--- config.mk ---
export PLATFORM = sky130hd
export DESIGN_NAME = feedback_loop_top
export DESIGN_NICKNAME = d
export VERILOG_FILES = /design/src/rtl/feedback_loop_top.sv
export SDC_FILE = /design/constraint.sdc
export NUM_CORES = 1
export LEC_CHECK = 0
export ABC_AREA = 1
export CAP_MARGIN = 40
export CORE_ASPECT_RATIO = 0.7
export CORE_MARGIN = 2
export CORE_UTILIZATION = 63
export CTS_CLUSTER_DIAMETER = 50
export CTS_CLUSTER_SIZE = 28
export DETAILED_ROUTE_END_ITERATION = 10
export PLACE_DENSITY = 0.86
export SLEW_MARGIN = 20
export SYNTH_ARGS = -nofsm -noshare
export SYNTH_HDL_FRONTEND = slang
export SYNTH_SLANG_ARGS = --single-unit
--- constraint.sdc ---
create_clock -name clock -period 6.5 [get_ports clock]
set_input_delay 0.975 -clock clock [delete_from_list [all_inputs] [get_ports clock]]
set_output_delay 0.975 -clock clock [all_outputs]
set_load 0.03 [all_outputs]
--- src/rtl/feedback_loop_top.sv ---
// feedback_loop_top
//   Two-stage dataflow loop with a buffered feedback channel.
//   Stage n2 adds the input sample to the token at the head of the feedback
//   FIFO (z = x + y). Stage n3 registers z onto the output and pushes
//   y = z >> SHIFT back into the FIFO. The FIFO starts with DELAY tokens of
//   value INIT, so DELAY samples can be in the loop at once.
//
// Ports
//   clock, reset           clock; asynchronous active-high reset
//   flush                  synchronous reinitialise, dominates every transfer
//   n1_x / _valid / _ready input stream (valid/ready)
//   n4_w / _valid / _ready output stream (registered, valid/ready)
//   fb_count               feedback FIFO occupancy
module feedback_loop_top #(
  parameter int               WIDTH = 16,
  parameter int               DEPTH = 4,
  parameter int               DELAY = 1,
  parameter int               SHIFT = 1,
  parameter logic [WIDTH-1:0] INIT  = '0
) (
  input  logic                       clock,
  input  logic                       reset,
  input  logic                       flush,
  input  logic [WIDTH-1:0]           n1_x,
  input  logic                       n1_x_valid,
  output logic                       n1_x_ready,
  output logic [WIDTH-1:0]           n4_w,
  output logic                       n4_w_valid,
  input  logic                       n4_w_ready,
  output logic [$clog2(DEPTH+1)-1:0] fb_count
);

  localparam int AW = (DEPTH > 1) ? $clog2(DEPTH) : 1;
  localparam int CW = $clog2(DEPTH + 1);
  localparam logic [AW-1:0] WR_INIT  = AW'(DELAY % DEPTH);
  localparam logic [CW-1:0] CNT_INIT = CW'(DELAY);

  function automatic logic [WIDTH-1:0] wrap_add(input logic [WIDTH-1:0] a,
                                                input logic [WIDTH-1:0] b);
    return a + b;
  endfunction

  function automatic logic [WIDTH-1:0] fb_shift(input logic [WIDTH-1:0] a);
    return a >> SHIFT;
  endfunction

  // DEPTH is a power of two, but DEPTH == 1 still needs an explicit wrap to 0.
  function automatic logic [AW-1:0] ptr_inc(input logic [AW-1:0] p);
    return (p == AW'(DEPTH - 1)) ? '0 : p + 1'b1;
  endfunction

  logic [WIDTH-1:0] z_p1;
  logic             vld_p1;
  logic [WIDTH-1:0] mem [DEPTH];
  logic [AW-1:0]    rd_ptr;
  logic [AW-1:0]    wr_ptr;
  logic [CW-1:0]    count;
  logic             move1;
  logic             move2;
  logic             push;
  logic             pop;
  logic [WIDTH-1:0] head;

  assign head       = mem[rd_ptr];
  assign move2      = vld_p1 && (!n4_w_valid || n4_w_ready);
  // The head token must already be in the FIFO: a token pushed this cycle is
  // not forwarded, which halves throughput when DELAY == 1.
  assign n1_x_ready = (count != '0) && (!vld_p1 || move2) && !flush;
  assign move1      = n1_x_valid && n1_x_ready;
  assign push       = move2 && !flush;
  assign pop        = move1;
  assign fb_count   = count;

  // ---- stage p1: z = x + head token ----
  always_ff @(posedge clock or posedge reset) begin
    if (reset) begin
      vld_p1 <= 1'b0;
    end else if (flush) begin
      vld_p1 <= 1'b0;
    end else if (move1) begin
      vld_p1 <= 1'b1;
    end else if (move2) begin
      vld_p1 <= 1'b0;
    end
  end

  always_ff @(posedge clock) begin
    if (move1) begin
      z_p1 <= wrap_add(n1_x, head);
    end
  end

  // ---- stage p2: output register ----
  always_ff @(posedge clock or posedge reset) begin
    if (reset) begin
      n4_w       <= '0;
      n4_w_valid <= 1'b0;
    end else if (flush) begin
      n4_w_valid <= 1'b0;
    end else if (move2) begin
      n4_w       <= z_p1;
      n4_w_valid <= 1'b1;
    end else if (n4_w_valid && n4_w_ready) begin
      n4_w_valid <= 1'b0;
    end
  end

  // ---- feedback FIFO: y = z >> SHIFT back to stage p1 ----
  always_ff @(posedge clock or posedge reset) begin
    if (reset) begin
      for (int i = 0; i < DEPTH; i++) begin
        mem[i] <= (i < DELAY) ? INIT : '0;
      end
      rd_ptr <= '0;
      wr_ptr <= WR_INIT;
      count  <= CNT_INIT;
    end else if (flush) begin
      for (int i = 0; i < DEPTH; i++) begin
        mem[i] <= (i < DELAY) ? INIT : '0;
      end
      rd_ptr <= '0;
      wr_ptr <= WR_INIT;
      count  <= CNT_INIT;
    end else begin
      if (push) begin
        mem[wr_ptr] <= fb_shift(z_p1);
        wr_ptr      <= ptr_inc(wr_ptr);
      end
      if (pop) begin
        rd_ptr <= ptr_inc(rd_ptr);
      end
      case ({push, pop})
        2'b10:   count <= count + 1'b1;
        2'b01:   count <= count - 1'b1;
        default: count <= count;
      endcase
    end
  end

endmodule

# Yosys cells after proc, flatten, opt, wreduce, memory -nomap -nowiden
# Index checks and enable logic that the tools add are counted.
# word_totals
regBits	105
out_inout_bits	21
# classes
add_sub_neg	5
reduce_logical	19
n_bitwise	3
magnitude_cmp	3
n_eq_ne	4
n_mux	22
# op_table
op	count
$mux W64	2
$bwmux W64	1
$mux W16	3
$bmux W16 S2	1
$demux W16 S2	1
$add A16 B16 Y16	1
$mux W2	6
$reduce_bool A3 Y1	4
$logic_and A1 B1 Y1	7
$eq A2 B2 Y1 const B	3
$ge A3 B3 Y1 const B	2
$mux W1	6
$not A2 Y3	2
$pmux W3 S2	1
$add A2 B1 Y2 const B	2
$reduce_bool A2 Y1	2
$add A3 B1 Y3 const B	1
$logic_not A1 Y1	3
$lt A3 B1 Y1 const B	1
$mux W3	1
$sub A3 B1 Y3 const B	1
$eq A2 B1 Y1 const B	1
$logic_or A1 B1 Y1	2
$reduce_and A2 Y1	1
$not A1 Y1	1

# Longest topological paths before layout
# logic_depth
word_depth	10
mapped_depth	17
depth_no_buf	16

# Worst setup path after synthesis
# OpenSTA, ideal clock, no wires.
# synth_timing
kind	input to output
start	input port flush
end	output port n1_x_ready
setup_slack_ps	4036
t_arrival_ps	1489
path_buffers	1
cell_stages	4
path_cell_list	inv_2 -> buf_12 -> nand2_2 -> nor2_4
# synth_between
elab_chain_cells	2
# synth_lines
item	line_no	rtl
from (decl)	23	input logic flush,
$logic_not A1 Y1	68	assign n1_x_ready = (count != '0) && (!vld_p1 || move2) && !flush;
$logic_and A1 B1 Y1	68	
to (decl)	26	output logic n1_x_ready,
# No other way between the ends.

# Final worst setup path
# Ends and elaborated chain as after synthesis.

==> results.yml <==
status:
  status: "finished, final reports clean"
logic_synthesis:
  syn_inst: 568
  yosys_register_bits: 101
  synth_most_common_cell: "nand2_1"
  synth.largest_area_cell: "dfrtp_1"
  mappedNetlistArea_um2: 5140
  synth.top_cell.area_share: 0.404
  synthesis.nets: 611
  synth_seq_area_share: 0.508
  synthTopCellsByCount: "nand2_1, inv_1, dfrtp_1, o22ai_1, a21oi_1"
  postSynth.topFlopCell: "dfrtp_1"
  synth-async-reset-ratio: 0.842
  netlist_top_cells_area: "dfrtp_1, edfxtp_1, nand2_1"
  ys_warn_count: 0
  postSynthAreaPerCell_um2: 9.05
  synth_cell_types: 34
  synth_enable_flop_cells: 16
route:
  postRouteAntennaNets: 0
  dr.pass1.iters: 6
  detail_route.drc_violations: 0
  via_per_inst: 6.02
  wire_per_inst_um: 17.6
  detailroute.via_count: 4273
  totalWireLength_um: 12500
  drt_iter0_markers: 609
sta:
  max_slew_margin: 0.476
  max_slew.worst_pin.slew_ns: 0.786
  finalWorstSetupSlack_ns: 2.87
  report.final.hold_viol_count: 0
  setup_total_negative_slack_ns: 0
  fmax_ghz: 0.275
  grt_setup_unrepaired: "no"
  timing.final.crit_period_ns: 3.63
  timing.clock.skew_ns: 0.00691
  setup_viol_count_final: 0
  report.final.slew_viol_count: 0
  final_clock_period_utilization_by_the_worst_path: 0.559
clocking:
  clk-insertion-delay-late_ns: 0.35
  cts-root-buf: "clkbuf_16"
  tritoncts_num_sinks: 101
  tritoncts: "built"
  cts.repair.resized: 0
  post_cts_buffers: 0
  clock_pin_slew_worst_setup_and_hold_paths_ns: 0.06
  ctsHoldBuffers: 0
  h-tree-depth: 3
  cts-root-to-sink-buffers: 2
  cts-buffers-inserted: 9
die:
  effective_utilization_at_floorplan: 0.650
  rows: 27
  die_height_um: 79.6
  die_w_um: 112
  floorplan_die_area_um2: 8910
  ios: 42
  core-area_um2: 7910
setup_path:
  crit_path_largest_cell_delay_ns: 0.68
  worstPathRequired_ns: 5.52
  cp_slowest_cell: "clkdlybuf4s50_1"
  worst-path-buf-inv: 3
  cell_class_contributing_the_biggest_share_of_worst_path_delay: "buffers and inverters"
  cp-end-kind: "output port"
  worstPathCellList: "clkdlybuf4s50_1 -> inv_2 -> nand2_2 -> nor2_4 -> clkdlybuf4s50_1"
  cp-start-kind: "input pin"
  critPathArrivalTime_ns: 2.66
  path_class: "in -> out"
  critical_path_peak_fanout: 11
  crit_path_frequent_cell: "clkdlybuf4s50_1"
layout:
  core_util_final: 0.751
  area_growth_pct: 15.5
  number_of_nets_in_the_layout: 647
  final_area_um2: 5940
  diode_count: 0
  post_route_cells_drive_above_1_share: 0.0722
  filler_cell_count: 559
global_route:
  global_route.overflow_total: 0
  grt_first_pass_wirelength_um: 20500
  antenna_found_initial: 0
  grt.total_usage: 0.300
  first_global_vias: 4114
  maximum_number_of_pins_on_one_net_before_global_route_repair: 58
power_and_ir_drop:
  powerDensity_nw_per_um2: 432
  p_leak_nw: 2.77
  power_after_layout_mw: 2.56
  worst_ir_drop_vdd_mv: 0.321
placed_design:
  place_worst_setup_slack_ns: 2.86
  dp_hpwl_um: 8330
  io_buffer_count: 41
  place_congestion: 0.896
  detailed_place.area_um2: 5590
hold_path:
  min-delay-path-class: "reg -> reg"
job:
  cap_violations: 0
==> final timing paths <==
| check | startpoint | to | slack (ns) | cells past startpoint |
|---|---|---|---|---|
| min | z_p1[0] | n4_w[0] | 0.44 | 2 |
| min in group asynchronous | reset | n4_w[11] | 1.03 | 3 |
| max in group asynchronous | reset | mem[1] | 4.86 | 4 |
| min reg2reg | z_p1[0] | n4_w[0] | 0.44 | 2 |
| max | flush | n1_x_ready | 2.87 | 5 |
| max reg2reg | rd_ptr[0] | z_p1[11] | 3.11 | 13 |
==> final cells by class <==
type,instances,area [um2],share of cell area
flip-flops and latches,101,2610,0.440
multi-input cells,350,2040,0.343
repair buffers,45,468,0.0788
inverters,97,368,0.0620
clock buffers,11,243,0.0409
well taps,101,126,0.0213
clock inverters,5,85.1,0.0143
==> flip-flops by register name, summed over array words and instances (netlist names) <==
register    flops
n4_w_valid      1
vld_p1          1
z_p1           16
n4_w           16
wr_ptr          2
fb_count        3
rd_ptr          2
mem            60
==> cells by family (layout without fill, tap and decap cells) <==
| kind of cell | Yosys count | count (layout) | share of synthesized area |
|---|---|---|---|
| simple gates | 164 | 164 | 0.147 |
| compound gates | 154 | 154 | 0.176 |
| buf+inv | 117 | 158 | 0.0961 |
| flops | 101 | 101 | 0.508 |
| fa+ha+maj | 22 | 22 | 0.0565 |
| xor+xnor | 10 | 10 | 0.0170 |
==> placed cells by master, fill, tap and decap left out, types with 7 or more instances in the layout <==
cell	instances
a21oi_1	59
clkbuf_16	9
clkdlybuf4s50_1	41
dfrtp_1	83
edfxtp_1	16
ha_1	20
inv_1	94
nand2_1	112
nand2_4	7
nand3_1	16
nor2_1	16
o21ai_0	25
o22ai_1	60
xor2_1	8
==> through the flow <==
step	std cells	hold slack, ns
floorplan	568	0.418
global placement	692	0.432
detailed placement	693	0.428
CTS	709	0.443
global route	710	0.498
finish	710	0.443
==> power breakdown <==
part / internal (mW) / total (mW) / switching, mW
Sequential: 0.799 / 0.888 / 0.0895
Combinational: 0.371 / 1.09 / 0.716
Clock: 0.349 / 0.587 / 0.238
==> worst reg2reg max path, cell delays in order, from the launching register on <==
cell	delay (ns)
dfrtp_1	0.85
inv_1	0.23
buf_4	0.32
o21ai_0	0.22
a21oi_1	0.08
a21oi_1	0.36
ha_1	0.37
nand2_1	0.10
a21oi_1	0.06
nor2_1	0.10
nand2_1	0.14
nand2_1	0.09
nand2_1	0.07
xor2_1	0.14
==> per-layer routing <==
layer | track usage | up-vias | part of all wire
met3 | 0.0919 | 39 | 0.11
met5 | 0 | - | 0
met2 | 0.472 | 248 | 0.45
li1 | - | 1959 | -
met1 | 0.413 | 2027 | 0.43
met4 | 0.0793 | 0 | 0.021
Power figures use the tool's default switching activity.
